[src/rtl/mem_arb_pkg.sv]
// rtl/mem_arb_pkg.sv - shared types and encodings for the memory port arbiter
package mem_arb_pkg;

    typedef enum logic {IDLE, ACCESS} state_t;
    typedef enum logic {REQ_IF, REQ_DM} requester_t;

    localparam logic [1:0] ACC_WORD = 2'b00;
    localparam logic       RW_READ  = 1'b1;
    localparam logic       RW_WRITE = 1'b0;

endpackage

[src/rtl/mem_port_arbiter.sv]
// rtl/mem_port_arbiter.sv - shares one memory port between fetch and data requesters
// Optional fetch starvation guard: MEM_ARB_STARVE_GUARD_EN
module mem_port_arbiter
    import mem_arb_pkg::*;
#(
    parameter int RD_LATENCY     = 1,
    parameter int MAX_DATA_BURST = 4
) (
    input  logic        clk,
    input  logic        reset,
    input  logic        if_req,
    input  logic [31:0] if_addr,
    output logic        if_gnt,
    output logic        if_rvalid,
    output logic [31:0] if_rdata,
    input  logic        dm_req,
    input  logic [31:0] dm_addr,
    input  logic        dm_rd_wr,
    input  logic [31:0] dm_wdata,
    input  logic [1:0]  dm_size,
    output logic        dm_gnt,
    output logic        dm_rvalid,
    output logic [31:0] dm_rdata,
    output logic [31:0] mem_addr,
    output logic [31:0] mem_din,
    output logic [1:0]  mem_size,
    output logic        mem_rd_wr,
    output logic        mem_en,
    input  logic [31:0] mem_dout
);

    localparam int CW = $clog2(RD_LATENCY + 1);

    state_t         state;
    requester_t     owner;
    logic [CW-1:0]  cnt;
    logic           idle_ok;
    logic           force_if;
    logic           grant_dm;
    logic           grant_if;

`ifdef MEM_ARB_STARVE_GUARD_EN
    localparam int BW = $clog2(MAX_DATA_BURST + 1);
    logic [BW-1:0] data_run;

    assign force_if = if_req && (data_run == BW'(MAX_DATA_BURST));

    always_ff @(posedge clk or posedge reset) begin
        if (reset) begin
            data_run <= '0;
        end else if (!if_req || grant_if) begin
            data_run <= '0;
        end else if (grant_dm) begin
            data_run <= data_run + BW'(1);
        end
    end
`else
    assign force_if = 1'b0;
`endif

    // Grants are combinational and only ever issued from IDLE; data is older, so it wins.
    always_comb begin
        idle_ok  = (state == IDLE) && !reset;
        grant_dm = idle_ok && dm_req && !force_if;
        grant_if = idle_ok && if_req && !grant_dm;
    end

    assign if_gnt = grant_if;
    assign dm_gnt = grant_dm;

    always_ff @(posedge clk or posedge reset) begin
        if (reset) begin
            state     <= IDLE;
            owner     <= REQ_IF;
            cnt       <= '0;
            mem_en    <= 1'b0;
            mem_rd_wr <= RW_READ;
            mem_addr  <= '0;
            mem_din   <= '0;
            mem_size  <= ACC_WORD;
            if_rvalid <= 1'b0;
            dm_rvalid <= 1'b0;
            if_rdata  <= '0;
            dm_rdata  <= '0;
        end else begin
            if_rvalid <= 1'b0;
            dm_rvalid <= 1'b0;
            case (state)
                IDLE: begin
                    if (grant_dm) begin
                        state     <= ACCESS;
                        owner     <= REQ_DM;
                        mem_en    <= 1'b1;
                        mem_addr  <= dm_addr;
                        mem_din   <= dm_wdata;
                        mem_size  <= dm_size;
                        mem_rd_wr <= dm_rd_wr;
                        cnt       <= (dm_rd_wr == RW_WRITE) ? CW'(1) : CW'(RD_LATENCY);
                    end else if (grant_if) begin
                        state     <= ACCESS;
                        owner     <= REQ_IF;
                        mem_en    <= 1'b1;
                        mem_addr  <= if_addr;
                        mem_size  <= ACC_WORD;
                        mem_rd_wr <= RW_READ;
                        cnt       <= CW'(RD_LATENCY);
                    end
                end
                ACCESS: begin
                    cnt <= cnt - CW'(1);
                    if (cnt == CW'(1)) begin
                        state     <= IDLE;
                        mem_en    <= 1'b0;
                        mem_rd_wr <= RW_READ;
                        if (mem_rd_wr == RW_READ) begin
                            if (owner == REQ_IF) begin
                                if_rdata  <= mem_dout;
                                if_rvalid <= 1'b1;
                            end else begin
                                dm_rdata  <= mem_dout;
                                dm_rvalid <= 1'b1;
                            end
                        end
                    end
                end
                default: state <= IDLE;
            endcase
        end
    end

endmodule
[config.mk]
export PLATFORM = sky130hd
export DESIGN_NAME = mem_port_arbiter
export DESIGN_NICKNAME = d
export VERILOG_FILES = /design/src/rtl/mem_arb_pkg.sv /design/src/rtl/mem_port_arbiter.sv
export SDC_FILE = /design/constraint.sdc
export NUM_CORES = 1
export LEC_CHECK = 0
export BUFFER_PORTS_ARGS = -buffer_cell sky130_fd_sc_hd__clkbuf_2
export CORE_MARGIN = 2
export CORE_UTILIZATION = 40
export DETAILED_ROUTE_END_ITERATION = 10
export PLACE_DENSITY_LB_ADDON = 0.1
export SYNTH_ARGS = -nofsm -noshare
export SYNTH_HDL_FRONTEND = slang
export SYNTH_SLANG_ARGS = --single-unit
[constraint.sdc]
create_clock -name clk -period 3.9 [get_ports clk]
set_input_delay 0.585 -clock clk [delete_from_list [all_inputs] [get_ports clk]]
set_output_delay 0.585 -clock clk [all_outputs]
set_load 0.03 [all_outputs]
==> impl_metrics.env <==
export IMPL_seq_area_um2=3430
export IMPL_fin_crit_sh_pct=65.4
export IMPL_synth_seq_area_share_pct=59.6
export IMPL_grt_overflow=0
export IMPL_stdcell_area_um2=7790
export IMPL_critPathKind="in -> out"
export IMPL_first_pass_iters=4
export IMPL_synth_distinct_cells=20
export IMPL_critPathRequiredTime_ps=3310
export IMPL_clock_path_buffers=2
export IMPL_synthArstFlopShare_pct=100
export IMPL_dp_slack_ps=1260
export IMPL_cts_buffers=17
export IMPL_critPathTopFamily="buffers and inverters"
export IMPL_routedWlPerCell_um=15.9
export IMPL_end_kind="output pin"
export IMPL_dpl_cell_count=774
export IMPL_avgSynthCellArea_um2=17.0
export IMPL_synthFlopType="dfrtp_1"
export IMPL_slew_headroom_pct=45.6
export IMPL_area_delta_synth_final_pct=35.3
export IMPL_hold_class="in -> async"
export IMPL_grt_pass1_wl_um=19800
export IMPL_timing_hold_ws_ps=296
export IMPL_initial_utilization_pct=41.1
export IMPL_ys_warn_count=0
export IMPL_io_pins=271
export IMPL_hold_violations=0
export IMPL_finish_utilization_pct=55.7
export IMPL_finalPower_mw=7.31
export IMPL_grt_antenna_before_repair=0
export IMPL_finalWorstSetupSlack_ps=1350
export IMPL_setup_violations=0
export IMPL_rows=43
export IMPL_cts_resized=0
export IMPL_cpPeakStageDelay_ps=610
export IMPL_ant_nets=0
export IMPL_status="complete, no violations"
export IMPL_vias=3753
export IMPL_coreArea_um2=14000
export IMPL_synth_seq_cells=137
export IMPL_r2r_slack_ps=1940
export IMPL_cp_start_kind="input pin"
export IMPL_cp_num_buf_inv=3
export IMPL_ir_drop_mv=0.445
export IMPL_path_clk_slew_ps=50
export IMPL_clock_skew_ps=3.79
export IMPL_wirelength_um=12800
export IMPL_multiInputGateArea_um2=2140
export IMPL_cts_sinks=137
export IMPL_finalWeightedCongestion=0.707
export IMPL_crit_top_cell="clkbuf_2"
export IMPL_max_freq_mhz=392
export IMPL_die_y_um=124
export IMPL_ctsHoldBuffers=0
export IMPL_drc_errors=0
export IMPL_finalNonFillerCells=806
export IMPL_cts_root_buffer="clkbuf_16"
export IMPL_htreeDepth=4
export IMPL_grt_setup_unrepaired="no"
export IMPL_tightest_slew_ps=817
export IMPL_r2r_start="state$_DFF_PP0_"
export IMPL_crit_slowest_cell="clkbuf_2"
export IMPL_insertion_delay_ps=410
export IMPL_syn_instance_count=338
export IMPL_grt_max_degree=76
export IMPL_finalMaxSlewViolations=0
export IMPL_portBuffers=270
export IMPL_nets=748
export IMPL_r2r_cells=3
export IMPL_p_leak_nw=4.04
export IMPL_fin_crit_ps=2550
export IMPL_synth_edf_count=0
export IMPL_drt_iter0_drc=154
export IMPL_fill_cells=1199
export IMPL_placed_cell_area_um2=7220
export IMPL_power_density_nw_per_um2=939
export IMPL_layout_drive_gt1_share_pct=74.4
export IMPL_die_x_um=124
export IMPL_cts_tree="done"
export IMPL_synth_fp_nets=473
export IMPL_die_area_um2=15400
export IMPL_cts_setup_buffers=0
export IMPL_grt_pass1_vias=3916
export IMPL_finalSetupTns_ps=0
export IMPL_timing_rr_end="dm_rdata[6]$_DFFE_PP0P_"
export IMPL_n_antenna_cell=0
export IMPL_viasPerCell=4.66
export IMPL_crit_path_max_fanout=36
export IMPL_grt_use_total_pct=17.2
export IMPL_critPathArrivalTime_ps=1960
export IMPL_cap_viol_max_count=0
export IMPL_syn_area_um2=5750
export IMPL_dp_hpwl_um=9570
export IMPL_crit_chain="clkbuf_2 > nand2_1 > inv_2 > clkbuf_2"
[layer usage]
layer	track usage (%)	wire, µm
met5	0	0
met3	7.01	1120
met1	19.8	5000
met2	29.1	6500
met4	5.76	205
[Yosys cell counts, types with 2 or more instances]
library cell / n / area (µm²)
dfrtp_1: 136 / 3400
o21ai_0: 3 / 15.0
buf_6: 9 / 101
mux2_2: 102 / 1150
a22o_1: 2 / 17.5
nand2_1: 2 / 7.51
buf_2: 5 / 25.0
mux2_4: 58 / 871
inv_1: 5 / 18.8
nor2_1: 3 / 11.3
buf_4: 4 / 30.0
[sequential cells by signal, indices dropped and copies added, names as in the netlist]
register,count
dm_rdata,32
if_rdata,32
mem_addr,32
mem_din,32
mem_size,2
cnt,1
dm_rvalid,1
if_rvalid,1
mem_en,1
mem_rd_wr,1
owner,1
state,1
[placed cells by master, fill, tap and decap left out, drive strengths merged]
cell / n
clkbuf: 294
mux2: 160
dfrtp: 136
inv: 5
clkinv: 4
buf: 4
nor2: 3
o21ai: 3
clkinvlp: 3
nand2: 2
a22o: 2
bufinv: 2
o21a: 1
and2: 1
nand3b: 1
nand3: 1
a21oi: 1
a21o: 1
o32a: 1
dfstp: 1
[power breakdown]
| part | switching [mW] | leakage [nW] | internal, mW |
|---|---|---|---|
| combinational | 2.03 | 2.17 | 1.31 |
| clock | 0.547 | 0.274 | 0.969 |
| sequential | 0.366 | 1.60 | 2.09 |
[cell type report]
cell class / instances / share of cell area (%)
clock inverters: 8 / 1.22
well taps: 180 / 2.89
flip-flops and latches: 137 / 44.0
clock buffers: 24 / 6.06
repair buffers: 274 / 17.9
inverters: 6 / 0.337
multi-input cells: 177 / 27.5
[worst register-to-register path: stages, from the launching register on]
cell     delay, ps
dfrtp_1        380
and2_1         350
nand3_4        580
mux2_4         530
[worst max path at each step]
stage,from,to,slack (ps),cells after the start
after floorplan,reset,cnt$_DFFE_PP0P_,1610,1
after global placement,dm_req,dm_gnt,1380,4
after detailed placement,dm_req,mem_din[31]$_DFFE_PP0P_,1260,5
after CTS,dm_req,dm_gnt,1310,4
after global routing,dm_req,dm_gnt,1160,4
final,dm_req,dm_gnt,1350,4
[kinds of logic after synthesis]
kind of cell	after synthesis	synth area share, %
compound gates	9	1.09
buf+inv	24	3.11
flops	137	59.6
mux	160	35.1
simple gates	8	1.09
Power figures use the tool's default switching activity.
